===== src/rtl/int_div_ctrl.sv =====
// Request controller in front of the combinational int_div stage; traps divide-by-zero locally.
// Latency: result valid SETTLE cycles after accept (next cycle for divide-by-zero).
// Backpressure: holds result and deasserts in_ready until out_ready retires it.
module int_div_ctrl #(
    parameter int unsigned SETTLE = 2
) (
    input  logic        clk,
    input  logic        rst_n,
    input  logic        in_valid,
    output logic        in_ready,
    input  logic [7:0]  in_dividend,
    input  logic [7:0]  in_divisor,
    output logic [7:0]  div_dividend,
    output logic [7:0]  div_divisor,
    input  logic [11:0] div_quotient,
    input  logic [7:0]  div_remainder,
    output logic        out_valid,
    input  logic        out_ready,
    output logic [11:0] out_quotient,
    output logic [7:0]  out_remainder,
    output logic        out_dz,
    output logic        busy
);

    localparam logic [3:0] LP_SETTLE = 4'(SETTLE);

    typedef enum logic [1:0] {
        ST_IDLE = 2'd0,
        ST_WAIT = 2'd1,
        ST_DONE = 2'd2
    } state_t;

    state_t      r_state;
    state_t      w_state_nxt;
    logic [3:0]  r_cnt;
    logic [7:0]  r_div_dividend;
    logic [7:0]  r_div_divisor;
    logic [11:0] r_out_quotient;
    logic [7:0]  r_out_remainder;
    logic        r_out_dz;

    logic        w_accept;
    logic        w_dz_req;
    logic        w_capture;

    assign w_accept  = in_valid && (r_state == ST_IDLE);
    assign w_dz_req  = (in_divisor == 8'd0);
    assign w_capture = (r_state == ST_WAIT) && (r_cnt == 4'd1);

    always_ff @(posedge clk or negedge rst_n) begin
        if (!rst_n) begin
            r_state <= ST_IDLE;
        end else begin
            r_state <= w_state_nxt;
        end
    end

    always_comb begin
        w_state_nxt = r_state;
        case (r_state)
            ST_IDLE: begin
                if (in_valid) begin
                    w_state_nxt = w_dz_req ? ST_DONE : ST_WAIT;
                end
            end
            ST_WAIT: begin
                if (r_cnt == 4'd1) begin
                    w_state_nxt = ST_DONE;
                end
            end
            ST_DONE: begin
                // Retiring edge never accepts; the next request waits for IDLE.
                if (out_ready) begin
                    w_state_nxt = ST_IDLE;
                end
            end
            default: w_state_nxt = ST_IDLE;
        endcase
    end

    // Zero divisors never reach the operand registers, so int_div stays quiet.
    always_ff @(posedge clk or negedge rst_n) begin
        if (!rst_n) begin
            r_cnt           <= 4'd0;
            r_div_dividend  <= 8'd0;
            r_div_divisor   <= 8'd0;
            r_out_quotient  <= 12'd0;
            r_out_remainder <= 8'd0;
            r_out_dz        <= 1'b0;
        end else begin
            if (w_accept && !w_dz_req) begin
                r_div_dividend <= in_dividend;
                r_div_divisor  <= in_divisor;
                r_cnt          <= LP_SETTLE;
            end
            if (w_accept && w_dz_req) begin
                r_out_quotient  <= 12'hFFF;
                r_out_remainder <= in_dividend;
                r_out_dz        <= 1'b1;
            end
            if (r_state == ST_WAIT) begin
                r_cnt <= r_cnt - 4'd1;
            end
            if (w_capture) begin
                r_out_quotient  <= div_quotient;
                r_out_remainder <= div_remainder;
                r_out_dz        <= 1'b0;
            end
        end
    end

    assign in_ready      = (r_state == ST_IDLE);
    assign busy          = (r_state != ST_IDLE);
    assign out_valid     = (r_state == ST_DONE);
    assign div_dividend  = r_div_dividend;
    assign div_divisor   = r_div_divisor;
    assign out_quotient  = r_out_quotient;
    assign out_remainder = r_out_remainder;
    assign out_dz        = r_out_dz;

endmodule


===== config.mk =====
export PLATFORM = sky130hd
export DESIGN_NAME = int_div_ctrl
export DESIGN_NICKNAME = d
export VERILOG_FILES = /design/src/rtl/int_div_ctrl.sv
export SDC_FILE = /design/constraint.sdc
export NUM_CORES = 1
export LEC_CHECK = 0
export ABC_AREA = 0
export CAP_MARGIN = 20
export CORE_MARGIN = 2
export CORE_UTILIZATION = 45
export CTS_CLUSTER_DIAMETER = 80
export DETAILED_ROUTE_END_ITERATION = 16
export PLACE_DENSITY = 0.85
export SLEW_MARGIN = 20
export SYNTH_ARGS = -nofsm -noshare
export SYNTH_HDL_FRONTEND = slang
export SYNTH_SLANG_ARGS = --single-unit

===== constraint.sdc =====
create_clock -name clk -period 3.2 [get_ports clk]
set_clock_uncertainty 0.15 [all_clocks]
set_input_delay 0.96 -clock clk [delete_from_list [all_inputs] [get_ports clk]]
set_output_delay 0.96 -clock clk [all_outputs]
set_load 0.01 [all_outputs]

==> results.toml, run 1 <==
[status]
status = "finished clean"

[pwr]
power_density_mw_per_mm2 = 959
p_leak_nw = 1.16
vdd_ir_drop_max_v = 0.000490

[timing]
hold_ws_ps = 340
fin_crit_sh_pct = 85.6
final_hold_viol_count = 0
slew_viol_final = 0
finalSetupTns_ps = 0
slew_headroom_pct = 36.4
worst_pin_slew_ps = 954
finalCriticalPeriod_ps = 2740
setup_ws_ps = 459
finalSetupViolCount = 0
rsz0062_at_grt = "false"
fmax_mhz = 365

[global_route]
grt_first_pass_wirelength_um = 6850
grt_pass1_vias = 1347
grt_antenna_before_repair = 0
grt_max_degree = 44
grt_overflow = 0
track_usage_pct = 20.8

[drt]
wl_um = 4600
route.detailed.drc = 0
dr_wl_met3_um = 150
wl_met2_um = 2600
vias = 1337
ant_nets = 0
wl_per_cell_um = 17.6
vias_per_cell = 5.12
m1WireLength_um = 1800
routed.top_layer = "met4"
drt_iter0_markers = 44
dr.pass1.iters = 4

[clocking]
clk_path_buf_depth = 2
cts-resized-gates = 0
cts_tree = "done"
root_buffer = "clkbuf_8"
htree_levels = 2
postCtsSetupBuffers = 0
cts.sinks = 43
cts_buffers = 5
cts_hold_buffers = 0
clk_pin_slew_worst_paths_ps = 70
clk_latency_ps = 280

[worst_setup_path]
crit_fanout = 5
critical_path_class = "reg2out"
crit_path_cell_trace = "or2_2, inv_1, clkdlybuf4s50_1"
end_kind = "output port"
critPathLaunchType = "flop"
worstPathRequired_ps = 2090
max_stage_delay_ps = 530
cp.arrival_ps = 1630
cp_slowest_cell = "clkdlybuf4s50_1"

[synth]
ys.flop_type = "dfrtp_1"
yosysWarnings = 0
synth_top_area_share_pct = 58.6
yosysMostFrequentCell = "dfrtp_1"
async_flop_share_pct = 100
synth-edff-count = 0
synth_cells = 127
syn_area_mm2 = 0.00184
synth_top_area_cell = "dfrtp_1"
ys_types = 31
ys_seq_elements = 43
ys_seq_area_share_pct = 58.6
yosys-top-cells-area = "dfrtp_1 (59%), mux2_2 (16%), o22a_1 (5.7%)"
avgSynthCellArea_um2 = 14.5
syn-num-nets = 169
netlist_top_cells_count = "dfrtp_1 (43), mux2_2 (26), o22a_1 (12)"

[final_layout]
drive_gt1_share_pct = 22.3
fin_nets = 252
area_growth_pct = 50.3
diodes = 0

[placement]
port_buffers = 79
place_ws_ps = 193
gp_congestion = 0.753
dp.final_hpwl_um = 3530

[floorplanning]
core_area_mm2 = 0.00397
die_h_um = 67.9
fp.dieW_um = 67.9
dieArea_mm2 = 0.00461
start_util_pct = 46.2
io_pins = 80
num_rows = 23

[worst_hold_path]
hold_class = "reg2reg"

[job]
max_cap_violations = 0
## layer usage
metal	global-route usage, %	up-vias
met3	4.28	4
met2	38.2	31
met4	6.00	0
met1	24.6	685
li1	-	617
met5	0	-
## flip-flops by register name (all words and copies together), names as in the netlist
| name | count |
|---|---|
| out_quotient | 12 |
| div_divisor | 8 |
| div_dividend | 8 |
| r_state | 2 |
| r_cnt | 4 |
| out_remainder | 8 |
| out_dz | 1 |
## power by group
group          switching (mW)  internal, mW
clock                   0.172         0.197
sequential              0.162         0.816
combinational           0.514         0.784
total                   0.848          1.80
## stage by stage
step,power [mW],instances,util (%),area (µm²)
6_report,2.64,261,69.5,2760
2_1_floorplan,1.60,127,-,1840
3_5_place_dp,2.30,253,67.0,2660
4_1_cts,2.67,261,69.5,2760
3_3_place_gp,2.22,253,67.0,2660
5_1_grt,2.81,261,69.5,2760
## cell usage in the layout, fill, tap and decap left out
cell type | synthesis | layout
mux2_4 | 2 | 2
or2_2 | 1 | 1
a21o_1 | 1 | 1
nor3b_4 | 1 | 1
or3_1 | 1 | 1
nand2b_1 | 1 | 1
nand2_4 | 2 | 2
mux2_2 | 26 | 26
nand3_2 | 1 | 1
inv_1 | 5 | 5
o22a_1 | 12 | 12
dfrtp_1 | 43 | 43
nand2_1 | 1 | 1
nor3b_1 | 1 | 1
o21ai_0 | 3 | 3
and2b_2 | 1 | 1
a22o_1 | 1 | 1
ha_1 | 2 | 2
nor2_1 | 4 | 4
mux2i_1 | 3 | 3
clkbuf_1 | 0 | 1
a21boi_2 | 1 | 1
xor2_1 | 1 | 1
nor4_2 | 2 | 2
a21oi_1 | 2 | 2
clkbuf_8 | 0 | 7
a21boi_0 | 1 | 1
clkdlybuf4s50_1 | 0 | 78
buf_4 | 1 | 2
buf_2 | 2 | 1
nor2b_1 | 1 | 1
o21bai_1 | 1 | 1
nor3_1 | 1 | 1
## final timing paths
kind / startpoint / endpoint / slack, ps / cells past startpoint
worst max-delay path: r_state[0] / in_ready / 460 / 3
worst min-delay path: out_quotient[8] / out_quotient[8] / 340 / 1
worst max register to register: r_cnt[1] / out_remainder[4] / 1220 / 6
worst min register to register: out_quotient[8] / out_quotient[8] / 340 / 1
max in group asynchronous: rst_n / div_dividend[2] / 1640 / 1
min in group asynchronous: rst_n / div_dividend[6] / 670 / 1
## critical path, delay by kind of cell (launching register included)
family                 cells  cell delay (ps)
buffers and inverters      2              600
flip-flops                 1              430
AND/OR/NAND/NOR            1              320
## area by class of cell
| cell class | count | area [µm²] |
|---|---|---|
| repair buffers | 81 | 801 |
| fillers | 274 | 1210 |
| inverters | 5 | 18.8 |
| well taps | 50 | 62.6 |
| clock buffers | 8 | 100 |
| flip-flops and latches | 43 | 1080 |
| multi-input cells | 74 | 701 |
## logic make-up after synthesis
family / count (synthesis) / share of synthesized area, %
flops: 43 / 58.6
mux: 31 / 19.2
compound gates: 22 / 9.41
simple gates: 18 / 7.70
buf+inv: 10 / 3.20
fa+ha+maj: 2 / 1.36
xor+xnor: 1 / 0.477
Note: power is estimated with default switching activity, not from simulation.
==> run 2: changes to the inputs <==
--- a/config.mk
+++ b/config.mk
@@ -9,9 +9,8 @@
 export CAP_MARGIN = 20
 export CORE_MARGIN = 2
-export CORE_UTILIZATION = 45
+export CORE_UTILIZATION = 38
 export CTS_CLUSTER_DIAMETER = 80
 export DETAILED_ROUTE_END_ITERATION = 16
-export PLACE_DENSITY = 0.85
-export SLEW_MARGIN = 20
+export PLACE_DENSITY = 0.76
 export SYNTH_ARGS = -nofsm -noshare
 export SYNTH_HDL_FRONTEND = slang
==> constraint.sdc (replaced) <==
create_clock -name clk -period 2.37 [get_ports clk]
set_clock_uncertainty 0.15 [all_clocks]
set_input_delay 0.237 -clock clk [delete_from_list [all_inputs] [get_ports clk]]
set_output_delay 0.237 -clock clk [all_outputs]
set_load 0.01 [all_outputs]
==> results.toml, run 2 (synthesis results as in run 1) <==
[drt]
dr.pass1.iters = 3
wl_um = 4070
vias = 1315
route.detailed.drc = 0
vias_per_cell = 4.91
drt_iter0_markers = 33
ant_nets = 0
wl_per_cell_um = 15.2

[global_route]
grt_antenna_before_repair = 0
grt_pass1_vias = 1325
track_usage_pct = 16.2
grt_overflow = 0
grt_first_pass_wirelength_um = 6530
grt_max_degree = 25

[final_layout]
multiInputGateArea_um2 = 701
largest_reg_flops = 12
layout_common_cells = "clkdlybuf4s50_1 (78), dfrtp_1 (43), mux2_2 (26), o22a_1 (12), clkbuf_8 (6)"
area_growth_pct = 51.7
final_common_cell = "clkdlybuf4s50_1"
seq_area_mm2 = 0.00108
drive_gt1_share_pct = 23.4
diodes = 0
fillCellCount = 399
stdcell_area_mm2 = 0.00278
fin_nets = 256

[worst_setup_path]
crit_fanout = 5
critical_path_class = "reg2out"
max_stage_delay_ps = 520
cp_slowest_cell = "clkdlybuf4s50_1"
reg2regPathDepth = 6
worstPathRequired_ps = 1980
end_kind = "output port"
crit_path_cell_trace = "or2_2, inv_1, clkdlybuf4s50_1"
cp.arrival_ps = 1590
critPathLaunchType = "flop"

[timing]
slew_headroom_pct = 74.9
final_hold_viol_count = 0
finalSetupTns_ps = 0
fin_crit_sh_pct = 83.5
fmax_mhz = 506
worst_pin_slew_ps = 376
hold_ws_ps = 239
slew_viol_final = 0
rsz0062_at_grt = "false"
finalSetupViolCount = 0
finalCriticalPeriod_ps = 1980

[clocking]
root_buffer = "clkbuf_8"
cts.sinks = 43
postCtsSetupBuffers = 0
clk_pin_slew_worst_paths_ps = 80
clk_latency_ps = 290
clk_path_buf_depth = 2
cts_tree = "done"
htree_levels = 2
cts-resized-gates = 0
cts_hold_buffers = 1
cts_buffers = 5

[floorplanning]
io_pins = 80
core_area_mm2 = 0.00469
start_util_pct = 39.1
dieArea_mm2 = 0.00540
fp.dieW_um = 73.5
num_rows = 25
die_h_um = 73.5

[placement]
port_buffers = 79
place_area_mm2 = 0.00269
dp.final_hpwl_um = 3120
gp_congestion = 0.731

[status]
status = "finished clean"

[worst_hold_path]
hold_class = "in2async"

[pwr]
power_density_mw_per_mm2 = 1260
p_leak_nw = 1.18
vdd_ir_drop_max_v = 0.000570

[job]
max_cap_violations = 0
==> run 2: cell types whose count changed in the layout (fill, tap and decap cells not counted), sizes merged <==
cell         delta
dlygate4sd3     +1
buf             +3
clkbuf          -2
clkinv          +1
==> run 2: layout make-up <==
class                      count  share of cell area (%)
clock buffer                   6                    2.97
clock inverter                 1                   0.180
inverter                       5                   0.674
multi-input combinational     74                    25.2
sequential                    43                    38.7
tap                           54                    2.43
timing repair buffer          85                    29.9
==> run 2: layer usage <==
metal / up-vias / routed length (µm) / track usage (%)
li1: 629 / - / -
met1: 635 / 1630 / 18.9
met2: 44 / 2120 / 27.2
met3: 7 / 257 / 5.90
met4: 0 / 68 / 6.06
met5: - / 0 / 0
==> run 2: path summary, 6_finish.rpt <==
kind,start,endpoint,slack (ps)
setup / recovery,r_state[0],in_ready,390
hold / removal,rst_n,div_dividend[7],240
setup reg to reg,r_cnt[1],out_remainder[3],400
hold reg to reg,out_quotient[7],out_quotient[7],340
max in group asynchronous,rst_n,out_quotient[0],1290
min in group clk,out_quotient[7],out_quotient[7],340
==> run 2: report_power, final <==
part | total [mW] | internal, mW | switching (mW) | leakage (nW)
combinational | 1.73 | 1.07 | 0.668 | 0.628
sequential | 1.31 | 1.10 | 0.205 | 0.502
clock | 0.460 | 0.228 | 0.232 | 0.0470
==> run 2: critical path, delay by kind of cell, from the launching register on <==
| family | cells | cell delay [ps] |
|---|---|---|
| buf+inv | 2 | 570 |
| flops | 1 | 410 |
| simple gates | 1 | 310 |
==> run 2: through the flow <==
stage	utilization (%)	std cells	total power, mW	setup slack (ps)
after global placement	57.3	260	3.04	268
after global routing	59.3	268	3.74	290
final	59.3	268	3.50	392
after detailed placement	57.3	260	3.08	225
after CTS	59.3	268	3.56	365
after floorplan	-	127	2.16	545
==> run 3: changes to the inputs <==
clock period = 1.7 ns   (was 2.37 ns; I/O delays follow)
==> results.toml, run 3 (synthesis results as in run 1) <==
[worst_setup_path]
end_kind = "flop"
worstPathRequired_ps = 1730
crit_fanout = 8
cp_slowest_cell = "dfrtp_1"
max_stage_delay_ps = 400
r2r_slack_ps = -120
crit_path_cell_trace = "inv_2, ha_4, nor3b_4, nand2_4, mux2_4, mux2_4"
critPathLaunchType = "flop"
path_buf_inv = 1
cp.arrival_ps = 1860
cp_common_cell = "mux2_4"
critical_path_class = "reg2reg"
path_delay_family = "multiplexers"

[timing]
finalSetupViolCount = 7
worst_pin_slew_ps = 556
slew_headroom_pct = 62.9
rsz0062_at_grt = "true"
slew_viol_final = 0
setup_ws_ps = -124
finalCriticalPeriod_ps = 1820
fmax_mhz = 548
fin_crit_sh_pct = 107
final_hold_viol_count = 0

[drt]
vias = 1406
drt_iter0_markers = 47
wl_per_cell_um = 15.6
wl_um = 4440
vias_per_cell = 4.93
ant_nets = 0
route.detailed.drc = 0
dr.pass1.iters = 4

[status]
status = "finished with violations"
violations = "negative setup slack"

[placement]
place_ws_ps = -272
dp.final_hpwl_um = 3080
gp_congestion = 0.757
port_buffers = 79

[clocking]
clk_latency_ps = 290
root_buffer = "clkbuf_8"
clk_path_buf_depth = 2
cts_tree = "done"
cts_buffers = 5
cts.sinks = 43
htree_levels = 2
clk_pin_slew_worst_paths_ps = 90

[floorplanning]
dieArea_mm2 = 0.00540
fp.dieW_um = 73.5
io_pins = 80
start_util_pct = 39.1
core_area_mm2 = 0.00469
die_h_um = 73.5
num_rows = 25

[global_route]
grt_antenna_before_repair = 0
grt_pass1_vias = 1458
grt_first_pass_wirelength_um = 6920
grt_overflow = 0
grt_max_degree = 25
track_usage_pct = 16.8

[pwr]
power_frac_seq_pct = 33.3
vdd_ir_drop_max_v = 0.000879
clockPowerShare_pct = 14.8
power_frac_comb_pct = 51.8
power_density_mw_per_mm2 = 1800
switchingPower_mw = 1.68
p_int_mw = 3.84
sw_frac_of_total_pct = 30.5
p_leak_nw = 1.38

[final_layout]
area_growth_pct = 67.2
layout_common_cells = "clkdlybuf4s50_1 (73), dfrtp_1 (43), mux2_4 (20), buf_4 (16), o22a_1 (12)"
largest_reg_flops = 12
diodes = 0
drive_gt1_share_pct = 32.0
fin_nets = 272
final_common_cell = "clkdlybuf4s50_1"
utilization_pct = 65.4

[job]
max_cap_violations = 0

[worst_hold_path]
hold_class = "in2reg"
[run 3: cell types whose count changed in the layout (fill, tap and decap cells not counted), sizes merged]
cell           change
buf               +17
clkdlybuf4s50      -5
clkbuf             +2
dlymetal6s2s       +2
bufinv             +1
[run 3: power groups by stage]
stage	Sequential (mW)	Combinational, mW	Clock (mW)
after global routing	1.91	3.07	0.885
after global placement	1.82	2.58	0
after floorplan	2.03	0.985	0
after CTS	1.83	2.66	0.846
after detailed placement	1.83	2.62	0
final	1.84	2.86	0.818
[run 3: final cells by class]
cell class	instances	area (µm²)
clock inverter	2	35.0
timing repair buffer	101	993
clock buffer	6	82.6
fill	363	1620
inverter	5	18.8
multi-input combinational	74	796
tap	54	67.6
sequential	43	1080
[run 3: path summary, 6_finish.rpt]
check / from / endpoint / depth (start not counted)
worst max-delay path: r_cnt[1] / out_remainder[0] / 6
worst min-delay path: in_divisor[6] / div_divisor[6] / 2
worst max register to register: r_cnt[1] / out_remainder[0] / 6
worst min register to register: out_quotient[11] / out_quotient[11] / 1
max in group asynchronous: rst_n / div_divisor[3] / 3
min in group asynchronous: rst_n / r_cnt[2] / 2
[run 3: through the flow]
stage                     hold slack (ps)  instance area, µm²  cells  TNS (ps)  power (mW)
final                                35.8                3070    285      -614        5.52
after global routing                 30.5                3070    285     -2610        5.87
after CTS                             271                2970    283      -621        5.33
after detailed placement             41.7                2810    273     -8390        4.45
after global placement               46.5                2810    273     -8760        4.40
after floorplan                      -276                1840    127      -310        3.02
[run 3: routing by layer]
layer	track usage (%)	vias up	part of all wire, %
li1	-	658	-
met4	4.24	0	0.77
met2	27.5	44	51
met5	0	-	0
met1	21.4	702	42
met3	5.76	2	5.8
[run 3: repair_timing]
item                       4_1_cts  5_1_grt
hold buffers                     1        0
setup endpoints to repair       37       40
resized for setup               16       23
gates cloned                     0        1
buffers inserted                 1        1
hold endpoints to repair        23        0
pin swaps                        1        3
